## src/rtl/alu_pkg.sv

```systemverilog
// Shared definitions for the arithmetic path: FSM state encoding and operation codes.
package alu_pkg;

    typedef enum logic [1:0] {
        IDLE = 2'd0,
        RUN  = 2'd1,
        DONE = 2'd2
    } state_t;

    localparam logic OP_ADD = 1'b0;
    localparam logic OP_SUB = 1'b1;

endpackage

```

## src/rtl/serial_add_unit_bit_adder.sv

```systemverilog
// One-bit full-adder cell shared by the bit-serial arithmetic path.
module BitAdder (
    input  logic OPA,
    input  logic OPB,
    input  logic carryIn,
    output logic result,
    output logic carryOut
);

    logic half_sum;

    assign half_sum = OPA ^ OPB;
    assign result   = half_sum ^ carryIn;
    assign carryOut = (OPA & OPB) | (carryIn & half_sum);

endmodule

```

## src/rtl/serial_add_unit.sv

```systemverilog
// Bit-serial add/subtract: one full adder walks the operands LSB first, one bit per clock,
// and publishes result plus carry/overflow/zero flags with a one-cycle done pulse.
module serial_add_unit
    import alu_pkg::*;
#(
    parameter int WIDTH = 32
) (
    input  logic             clk,
    input  logic             rst,
    input  logic             start,
    input  logic             op,
    input  logic [WIDTH-1:0] opa,
    input  logic [WIDTH-1:0] opb,
    output logic             busy,
    output logic             done,
    output logic [WIDTH-1:0] result,
    output logic             carry,
    output logic             overflow,
    output logic             zero
);

    localparam int CW = $clog2(WIDTH);
    localparam logic [CW-1:0] CNT_LAST = CW'(WIDTH - 1);

    state_t state_reg;
    state_t state_next;

    logic [WIDTH-1:0] a_sr_reg;
    logic [WIDTH-1:0] b_sr_reg;
    logic [WIDTH-1:0] res_sr_reg;
    logic             c_reg;
    logic [CW-1:0]    cnt_reg;
    logic             cin_msb_reg;
    logic [WIDTH-1:0] result_reg;
    logic             carry_reg;
    logic             zero_reg;

    logic [WIDTH-1:0] b_load;
    logic [WIDTH-1:0] res_next;
    logic             sum_bit;
    logic             cout_bit;
    logic             last_bit;
    logic             accept;

    // Subtract is A + ~B + 1: invert B at load time, the +1 comes from the carry flop.
    generate
        for (genvar gi = 0; gi < WIDTH; gi++) begin : g_b_invert
            assign b_load[gi] = opb[gi] ^ (op == OP_SUB);
        end
    endgenerate

    BitAdder u_bit_adder (
        .OPA      (a_sr_reg[0]),
        .OPB      (b_sr_reg[0]),
        .carryIn  (c_reg),
        .result   (sum_bit),
        .carryOut (cout_bit)
    );

    assign res_next = {sum_bit, res_sr_reg[WIDTH-1:1]};
    assign last_bit = (cnt_reg == CNT_LAST);
    assign accept   = (state_reg == IDLE) && start;

    always_ff @(posedge clk or posedge rst) begin
        if (rst) begin
            state_reg <= IDLE;
        end else begin
            state_reg <= state_next;
        end
    end

    always_comb begin
        state_next = state_reg;
        case (state_reg)
            IDLE:    if (start) state_next = RUN;
            RUN:     if (last_bit) state_next = DONE;
            DONE:    state_next = IDLE;
            default: state_next = IDLE;
        endcase
    end

    always_ff @(posedge clk or posedge rst) begin
        if (rst) begin
            a_sr_reg    <= '0;
            b_sr_reg    <= '0;
            res_sr_reg  <= '0;
            c_reg       <= 1'b0;
            cnt_reg     <= '0;
            cin_msb_reg <= 1'b0;
            result_reg  <= '0;
            carry_reg   <= 1'b0;
            zero_reg    <= 1'b0;
        end else if (accept) begin
            a_sr_reg <= opa;
            b_sr_reg <= b_load;
            c_reg    <= op;
            cnt_reg  <= '0;
        end else if (state_reg == RUN) begin
            a_sr_reg   <= {1'b0, a_sr_reg[WIDTH-1:1]};
            b_sr_reg   <= {1'b0, b_sr_reg[WIDTH-1:1]};
            res_sr_reg <= res_next;
            c_reg      <= cout_bit;
            // Hold the counter on the last bit so it never wraps within an operation.
            if (!last_bit) begin
                cnt_reg <= cnt_reg + CW'(1);
            end else begin
                cin_msb_reg <= c_reg;
                result_reg  <= res_next;
                carry_reg   <= cout_bit;
                zero_reg    <= (res_next == '0);
            end
        end
    end

    assign busy     = (state_reg == RUN);
    assign done     = (state_reg == DONE);
    assign result   = result_reg;
    assign carry    = carry_reg;
    assign overflow = cin_msb_reg ^ carry_reg;
    assign zero     = zero_reg;

endmodule

```

## config.mk

```make
export PLATFORM = sky130hd
export DESIGN_NAME = serial_add_unit
export DESIGN_NICKNAME = d
export VERILOG_FILES = /design/src/rtl/alu_pkg.sv /design/src/rtl/serial_add_unit_bit_adder.sv /design/src/rtl/serial_add_unit.sv
export SDC_FILE = /design/constraint.sdc
export NUM_CORES = 1
export LEC_CHECK = 0
export ABC_AREA = 1
export CORE_MARGIN = 10
export CORE_UTILIZATION = 59
export CTS_BUF_LIST = sky130_fd_sc_hd__clkbuf_4
export CTS_CLUSTER_DIAMETER = 60
export CTS_CLUSTER_SIZE = 16
export DETAILED_ROUTE_END_ITERATION = 7
export PLACE_DENSITY = 0.88
export SKIP_CTS_REPAIR_TIMING = 1
export SYNTH_ARGS = -nofsm -noshare
export SYNTH_HDL_FRONTEND = slang
export SYNTH_SLANG_ARGS = --single-unit
```

## constraint.sdc

```tcl
create_clock -name clk -period 12.25 [get_ports clk]
set_input_delay 1.225 -clock clk [delete_from_list [all_inputs] [get_ports clk]]
set_output_delay 1.225 -clock clk [all_outputs]
set_load 0.01 [all_outputs]
```

=== Yosys cells after proc, flatten, opt, wreduce, memory -nomap -nowiden ===
Index checks and enable logic that the tools add are counted.

* RAM bits: 0
* Bits in read-only memories: 0
* Memories kept: 0
* Word-level logic and storage cells: 76
* Input port bits: 68
* Output and inout port bits: 37
* Bits in latches: 0
* Flip-flop bits (word level): 139

* Divide/modulo/power cells: 0
* Muxes and demuxes: 12
* Shift-type cells: 0
* Equality and inequality tests: 6
* Reduce and logical (&&, ||, !) cells: 8
* Order comparisons: 0
* Bitwise operators: 39
* Add/sub/neg operators: 1
* Multipliers: 0

{| class="wikitable"
|+ Operator list
! kind !! number
|-
| two-way mux 32 bit || 4
|-
| XOR 1 bit || 35
|-
| zero test 32 bit || 1
|-
| two-way mux 5 bit || 3
|-
| AND reduction 2 bit || 3
|-
| adder 5 x 1 -> 5 bit (second input constant) || 1
|-
| equality test 5 bit (second input constant) || 1
|-
| two-way mux 2 bit || 2
|-
| inequality test 2 x 1 -> 1 bit (second input constant) || 2
|-
| case mux 2 bit (2 select lines) || 1
|-
| AND reduction 3 bit || 1
|-
| bitwise AND 1 bit || 2
|-
| equality test 2 x 1 -> 1 bit (second input constant) || 1
|-
| equality test 2 bit (second input constant) || 1
|-
| zero test 2 bit || 1
|-
| two-way mux 1 bit || 2
|-
| inequality test 2 bit (second input constant) || 1
|-
| nonzero test 2 bit || 1
|-
| logical AND 1 bit || 1
|-
| inverter 1 bit || 1
|-
| bitwise OR 1 bit || 1
|}

=== Longest topological paths before layout ===
Gate-level depths: netlist of the first run.

* Word-level depth: 5
* Gate-level depth with buffers: 9
* Mapped depth without buffers: 8

=== Modules after synthesis ===
From an unflattened synthesis of the first run, not the netlist that was laid out.

* Cell total of the unflattened synthesis: 611
* Area total of the unflattened synthesis: 5931.9 sq um

{| class="wikitable"
|+ By module, submodules not included
! module !! times used !! cells each !! seq. area each (sq um) !! area each (sq um)
|-
| serial_add_unit || 1 || 610 || 3453.3 || 5911.9
|-
| BitAdder || 1 || 1 || 0.0 || 20.0
|}

=== Worst setup path after synthesis of the first run ===
Ideal clock, no wire load.

* Path kind: register -> output
* From: reg state_reg[1]
* To: out busy
* Data arrival time: 812 ps
* Cell stages (with the launch flop): 5
* Path buffers: 1
* Slack: 10213 ps
* Data required time: 11025 ps
* Path through: dfrtp_1 > inv_2 > nand2_2 > inv_2 > buf_2

* Word-level cells in the longest chain between the ends: 1

{| class="wikitable"
|+ RTL lines
! element !! RTL line !! RTL
|-
| from (decl) || serial_add_unit.sv:25 || <nowiki>state_t state_reg;</nowiki>
|-
| from (signal assigned) || serial_add_unit.sv:68 || <nowiki>state_reg <= state_next;</nowiki>
|-
| equality test 2 x 1 -> 1 bit || serial_add_unit.sv:115 || <nowiki>assign busy = (state_reg == RUN);</nowiki>
|-
| to (decl) || serial_add_unit.sv:14 || <nowiki>output logic busy,</nowiki>
|}

Every way passes these cells.

=== Worst setup path in the final report of the first run ===
Same ends and word-level chain as after synthesis.

==> results.toml, run 1 <==
[status]
status = "finished clean"

[detailed_routing]
ant_nets = 0
via_count = 4515
drt_first_iter_violations = 428
wirelength_microns = 12500
routedWlPerCell_microns = 14.9
dr.pass1.iters = 5
remaining_drc_errors = 0
vias_per_cell = 5.35

[synthesis]
synth_top_cell_by_area = "dfrtp_1"
ys_seq_elements = 138
synth.area.top_cells = "dfrtp_1 (59%), nand2_1 (8.6%), o21ai_0 (5.2%), xnor2_1 (4.8%), a22oi_1 (4.1%)"
netlist_area_sq_mm = 0.00587
syn_inst = 609
yosysWarnings = 0
yosysSeqAreaShare_pct = 58.8
syn_avg_cell_area_sq_um = 9.64
synth.top_cell.area_share_pct = 58.8
synth_nets = 680
ys_types = 24

[timing]
finalClockSkew_ns = 0.0156
fmax_mhz = 281
setup_violations = 0
maxSlewHeadroom_pct = 15.5
fin_crit_ns = 3.56
tns_ns = 0
grt_setup_unrepaired = "false"
hold_violations = 0
tightest_slew_ns = 1.27
slew_viol_final = 0
period_share_pct = 29.1

[die]
io_pins = 105
rows = 36
dieWidth_microns = 120
start_util_pct = 60.3
dieArea_sq_mm = 0.0143
die_h_microns = 120
core_sq_mm = 0.00973

[final_layout]
diodes = 0
nets = 769
area_growth_pct = 22.6
drive_gt1_share_pct = 5.91
finish.utilization_pct = 74.0

[clocking]
cts.sinks = 138
root_buffer = "clkbuf_4"
htreeDepth = 4
cts_tree = "yes"
cts_inserted_buffers = 17
clk_pin_slew_ns = 0.11
clock_latency_ns = 0.52
cts_buffer_depth = 2

[power]
p_per_area_mw_per_mm2 = 200
power_leakage_nw = 3.15
finalPower_mw = 1.44
vdd.ir_drop.worst_uv = 136

[global_routing]
grt_max_degree = 89
grt_overflow = 0
grt_pass1_vias = 4570
antenna_found_initial = 0
grt_pass1_wl_microns = 21500
gr-usage-all-layers_pct = 18.1

[worst_setup_path]
critPathRequiredTime_ns = 11.02
startpoint_type = "flop"
crit_path_end_kind = "output pin"
crit_type = "reg2out"
worstPathMaxFanout = 41
crit_arrival_ns = 2.34

[hold_path]
hp-class = "reg2reg"

[placement]
gp_congestion = 0.803
portBuffers = 104
place_hpwl_microns = 8630

[flow_run]
cap_violations = 0
-- layer usage --
| metal | vias to the layer above | global-route usage (%) | part of all wire (%) |
|---|---|---|---|
| met5 | - | 0 | 0 |
| li1 | 2196 | - | - |
| met2 | 128 | 29.2 | 49 |
| met1 | 2169 | 22.4 | 43 |
| met4 | 0 | 7.32 | 1.9 |
| met3 | 22 | 5.25 | 5.8 |
-- path summary, 6_finish.rpt --
kind                               from  depth (start not counted)           end  slack (ns)
setup / recovery           state_reg[1]                          4          busy        8.69
hold / removal               result[21]                          2    result[21]        0.49
setup reg to reg           state_reg[0]                          6   b_sr_reg[9]        9.41
hold reg to reg              result[21]                          2    result[21]        0.49
max in group asynchronous           rst                          3  b_sr_reg[13]        9.81
min in group asynchronous           rst                          2     result[5]        1.14
-- through the flow --
step	setup slack [ns]	area, sq um	hold WS, ns	instances
6_report	8.69	7200	0.490	844
5_1_grt	8.53	7200	0.521	844
4_1_cts	8.66	7200	0.497	844
3_5_place_dp	9.05	6930	0.472	812
3_3_place_gp	9.14	6930	0.464	812
2_1_floorplan	7.33	5870	0.453	609
-- power breakdown --
| group | total [mW] | leakage, nW | switching (mW) | internal, mW |
|---|---|---|---|---|
| sequential | 0.712 | 1.81 | 0.0940 | 0.618 |
| combinational | 0.447 | 1.19 | 0.244 | 0.204 |
| clock | 0.280 | 0.156 | 0.151 | 0.130 |
| total | 1.44 | 3.15 | 0.489 | 0.951 |
-- worst max-delay path: stages (launching register included) --
cell and delay (ns):
dfrtp_1 0.43, inv_2 0.11, nand2_2 0.07, inv_2 0.51
clkdlybuf4s50_1 0.71
-- layout make-up --
cell class	count	area [sq um]
Tap cell	133	166
Multi-Input combinational cell	369	2010
Timing Repair Buffer	106	1050
Inverter	66	253
Fill cell	719	2530
Clock inverter	10	101
Clock buffer	22	165
Sequential cell	138	3450
-- cell usage after synthesis (all sizes together) --
cell / n
a21oi: 2
a22oi: 32
buf: 26
clkbuf: 10
dfrtp: 138
fa: 1
ha: 2
inv: 66
nand2: 136
nand3: 11
nor2: 20
nor3: 3
o211ai: 13
o21a: 1
o21ai: 95
o21bai: 1
o221ai: 17
o22ai: 1
xnor2: 32
xor2: 2
-- cell usage in the layout (no fill, tap or decap), types with 3 or more instances in the layout --
cell,n
clkinv_2,5
inv_1,62
o21ai_1,34
nor2_1,18
dfrtp_1,138
o211ai_1,13
clkdlybuf4s50_1,103
inv_2,3
nand2_1,134
o21ai_0,61
o221ai_1,17
clkbuf_4,22
a22oi_1,32
xnor2_1,32
nor3_1,3
nand3_1,10
-- kinds of logic (layout without fill, tap and decap cells) --
logic type | count (synthesis) | after routing | synth area share [%]
buffers and inverters | 102 | 204 | 7.08
flip-flops | 138 | 138 | 58.8
AND/OR/NAND/NOR | 170 | 170 | 11.3
AO/OA/AOI/OAI | 162 | 162 | 16.9
adder cells (fa/ha/maj) | 3 | 3 | 0.767
XOR/XNOR | 34 | 34 | 5.07
No activity file was read; power rests on OpenSTA's default activity.
==> run 2, diff against run 1 <==
--- a/config.mk
+++ b/config.mk
@@ -7,12 +7,12 @@
 export LEC_CHECK = 0
 export ABC_AREA = 1
 export CORE_MARGIN = 10
-export CORE_UTILIZATION = 59
+export CORE_UTILIZATION = 49
 export CTS_BUF_LIST = sky130_fd_sc_hd__clkbuf_4
 export CTS_CLUSTER_DIAMETER = 60
 export CTS_CLUSTER_SIZE = 16
 export DETAILED_ROUTE_END_ITERATION = 7
-export PLACE_DENSITY = 0.88
+export PLACE_DENSITY = 0.78
 export SKIP_CTS_REPAIR_TIMING = 1
 export SYNTH_ARGS = -nofsm -noshare
 export SYNTH_HDL_FRONTEND = slang
==> constraint.sdc (replaced) <==
create_clock -name clk -period 3.05 [get_ports clk]
set_input_delay 0.305 -clock clk [delete_from_list [all_inputs] [get_ports clk]]
set_output_delay 0.305 -clock clk [all_outputs]
set_load 0.01 [all_outputs]
==> results.toml, run 2 (same netlist as run 1, synthesis figures left out) <==
[worst_setup_path]
crit_chain = "nand2_2 > inv_2 > clkdlybuf4s50_1"
critPathRequiredTime_ns = 2.74
critical_path.top_delay_family = "buffers and inverters"
path_buf_inv = 2
crit_type = "reg2out"
startpoint_type = "flop"
crit_arrival_ns = 1.77
crit_path_end_kind = "output pin"
cpMaxStageDelayCell = "clkdlybuf4s50_1"
worstPathMaxFanout = 5
max_stage_delay_ns = 0.54

[clocking]
clock_latency_ns = 0.51
cts.sinks = 138
cts_tree = "yes"
cts_inserted_buffers = 17
htreeDepth = 4
clk_pin_slew_ns = 0.13
cts_buffer_depth = 2
root_buffer = "clkbuf_4"

[detailed_routing]
wirelength_microns = 12800
via_count = 4486
remaining_drc_errors = 0
ant_nets = 0
routedWlPerCell_microns = 14.9
dr.pass1.iters = 5
vias_per_cell = 5.22
drt_first_iter_violations = 402

[final_layout]
layout_commonest_cell = "dfrtp_1"
final_cell_mix = "dfrtp_1 (138), nand2_1 (134), clkdlybuf4s50_1 (103)"
area_growth_pct = 25.1
nets = 775
finalNonFillerCells = 859
finish.utilization_pct = 63.5
diodes = 0
drive_gt1_share_pct = 6.56
fill_cells = 968

[timing]
setup_violations = 0
period_share_pct = 67.9
slew_viol_final = 0
hold_violations = 0
tightest_slew_ns = 1.01
maxSlewHeadroom_pct = 32.5
tns_ns = 0
fin_crit_ns = 2.07
hold-worst-slack_ns = 0.318
grt_setup_unrepaired = "false"
finalClockSkew_ns = 0.0245
worst_slack_ns = 0.978
fmax_mhz = 483

[placement]
portBuffers = 104
place_hpwl_microns = 8810
dp_cells = 828
gp_congestion = 0.773
pre_cts_ws_ns = 0.920

[die]
dieWidth_microns = 129
start_util_pct = 50.8
core_sq_mm = 0.0116
rows = 39
die_h_microns = 129
dieArea_sq_mm = 0.0168
io_pins = 105

[power]
power_leakage_nw = 3.20
p_per_area_mw_per_mm2 = 827
vdd.ir_drop.worst_uv = 331

[global_routing]
antenna_found_initial = 0
grt_max_degree = 139
globalRouteMet2Util_pct = 24.7
gr-usage-all-layers_pct = 15.5
use_met3_pct = 4.57
use_met1_pct = 19.9
grt_pass1_vias = 4560
grt_overflow = 0
top_usage_layer = "met2"
grt_pass1_wl_microns = 21500

[status]
status = "finished clean"

[flow_run]
cap_violations = 0

[hold_path]
hp-class = "in2async"
-- run 2: changes by cell type in the layout (fill, tap and decap cells not counted), sizes merged --
cell	before	now
clkinvlp	0	2
inv	66	69
clkbuf	22	17
buf	3	9
bufinv	2	5
clkinv	8	4
-- run 2: path summary, 6_finish.rpt --
path                         startpoint          end  slack [ns]  cells past startpoint
hold / removal                      rst   result[19]        0.32                      3
setup reg to reg             cnt_reg[0]        carry        0.98                      9
min in group clk                 opa[8]  a_sr_reg[8]        0.33                      3
hold reg to reg              result[19]   result[19]        0.50                      2
setup / recovery           state_reg[0]         busy        0.98                      3
max in group asynchronous           rst        c_reg        2.14                      3
-- run 2: layer usage --
| layer | up-vias | part of all wire (%) |
|---|---|---|
| met3 | 13 | 6.4 |
| met1 | 2157 | 45 |
| met4 | 0 | 0.83 |
| li1 | 2199 | - |
| met5 | - | 0 |
| met2 | 117 | 48 |
-- run 2: final cells by class --
type | instances | area [sq um] | share of cell area (%)
clock buffers | 17 | 128 | 1.74
flip-flops and latches | 138 | 3450 | 47.0
clock inverters | 14 | 218 | 2.96
well taps | 143 | 179 | 2.44
repair buffers | 112 | 1110 | 15.1
multi-input cells | 369 | 2010 | 27.3
inverters | 66 | 251 | 3.42
-- run 2: report_power, final --
group | total (mW) | switching (mW) | internal, mW
registers | 2.86 | 0.384 | 2.48
logic | 1.80 | 0.962 | 0.834
clock network | 1.42 | 0.680 | 0.737
-- run 2: worst reg2reg max path, cell delays in order (launching register included) --
cell     delay, ns
dfrtp_1       0.43
ha_1          0.22
inv_1         0.07
nor3_1        0.05
ha_1          0.22
nand3_2       0.08
buf_4         0.47
inv_1         0.25
nand2_1       0.12
nand2_1       0.06
-- run 2: metrics by stage --
step                cell area, sq um  power, mW
detailed placement              7000       4.72
global route                    7340       6.52
CTS                             7340       6.14
finish                          7340       6.08
floorplan                       5870       4.02
global placement                7000       4.59
==> run 3, diff against run 2 <==
==> constraint.sdc (replaced) <==
create_clock -name clk -period 1.7 [get_ports clk]
set_input_delay 0.17 -clock clk [delete_from_list [all_inputs] [get_ports clk]]
set_output_delay 0.17 -clock clk [all_outputs]
set_load 0.01 [all_outputs]
==> results.toml, run 3 (same netlist as run 1, synthesis figures left out) <==
[final_layout]
layout_commonest_cell = "dfrtp_1"
area_growth_pct = 29.3
finalNonFillerCells = 875
diodes = 0
final_cell_mix = "dfrtp_1 (138), nand2_1 (134), clkdlybuf4s50_1 (90)"
nets = 791
postLayoutCellArea_sq_mm = 0.00759
drive_gt1_share_pct = 9.56
finish.utilization_pct = 65.6

[timing]
worst_slack_ns = 0.0713
hold_violations = 0
setup_violations = 0
hold-worst-slack_ns = 0.0250
slew_viol_final = 0
fmax_mhz = 614
tightest_slew_ns = 0.678
period_share_pct = 95.8
tns_ns = 0
finalClockSkew_ns = 0.0212
maxSlewHeadroom_pct = 54.7
fin_crit_ns = 1.63

[worst_setup_path]
cpMaxStageDelayCell = "clkdlybuf4s50_1"
path_buf_inv = 1
crit_path_end_kind = "output pin"
critPathRequiredTime_ns = 1.53
crit_chain = "clkdlybuf4s50_1"
critical_path.top_delay_family = "buffers and inverters"
max_stage_delay_ns = 0.56
crit_arrival_ns = 1.46
startpoint_type = "flop"
crit_type = "reg2out"
worstPathMaxFanout = 2

[power]
switchingPower_mw = 3.64
power_leakage_nw = 3.50
p_per_area_mw_per_mm2 = 1430
clockPowerShare_pct = 21.4
p_seq_share_pct = 47.2
intPower_mw = 7.20
swShare_pct = 33.6
p_comb_share_pct = 31.4
finalPower_mw = 10.8
vdd.ir_drop.worst_uv = 720

[die]
core_sq_mm = 0.0116
dieArea_sq_mm = 0.0168
rows = 39
dieWidth_microns = 129
io_pins = 105
die_h_microns = 129
start_util_pct = 50.8

[global_routing]
antenna_found_initial = 0
gr-usage-all-layers_pct = 15.9
grt_max_degree = 63
grt_overflow = 0
grt_pass1_vias = 4586
grt_pass1_wl_microns = 21600

[placement]
gp_congestion = 0.803
portBuffers = 104
detailed_place.area_sq_mm = 0.00719
place_hpwl_microns = 9400
pre_cts_ws_ns = -0.0151
dp_cells = 842

[detailed_routing]
routedWlPerCell_microns = 14.9
remaining_drc_errors = 0
ant_nets = 0
vias_per_cell = 5.26
dr.pass1.iters = 5
wirelength_microns = 13100
via_count = 4604
drt_first_iter_violations = 394

[clocking]
clock_latency_ns = 0.54
root_buffer = "clkbuf_4"
htreeDepth = 4
clk_pin_slew_ns = 0.11
cts_inserted_buffers = 17
cts_buffer_depth = 2
cts.sinks = 138
cts_tree = "yes"

[hold_path]
hp-class = "in2async"

[status]
status = "finished clean"

[flow_run]
cap_violations = 0
run 3: layer usage:
metal | global-route usage, % | vias to the layer above | part of all wire (%)
met1 | 19.4 | 2223 | 44
met2 | 25.9 | 130 | 49
met4 | 5.22 | 0 | 1.0
met5 | 0 | - | 0
li1 | - | 2238 | -
met3 | 5.55 | 13 | 6.4
run 3: final timing paths:
check / from / depth (start not counted) / end / slack [ns]
worst max-delay path: result[0] / 1 / result[0] / 0.07
worst min-delay path: rst / 2 / result[22] / 0.03
worst max register to register: cnt_reg[1] / 8 / cnt_reg[2] / 0.10
worst min register to register: result[17] / 2 / result[17] / 0.50
max in group asynchronous: rst / 3 / cnt_reg[2] / 1.12
min in group clk: op / 4 / c_reg / 0.16
run 3: power groups by stage:
stage | combinational [mW] | sequential [mW] | clock (mW)
2_1_floorplan | 2.12 | 5.10 | 0
3_3_place_gp | 3.26 | 5.12 | 0
3_5_place_dp | 3.41 | 5.17 | 0
4_1_cts | 3.43 | 5.11 | 2.38
5_1_grt | 3.88 | 5.25 | 2.51
6_report | 3.41 | 5.11 | 2.32
run 3: cell type report:
class	count	area (sq um)
Timing Repair Buffer	128	1350
Multi-Input combinational cell	369	2040
Clock buffer	18	135
Sequential cell	138	3450
Fill cell	942	3980
Tap cell	143	179
Inverter	66	251
Clock inverter	13	176
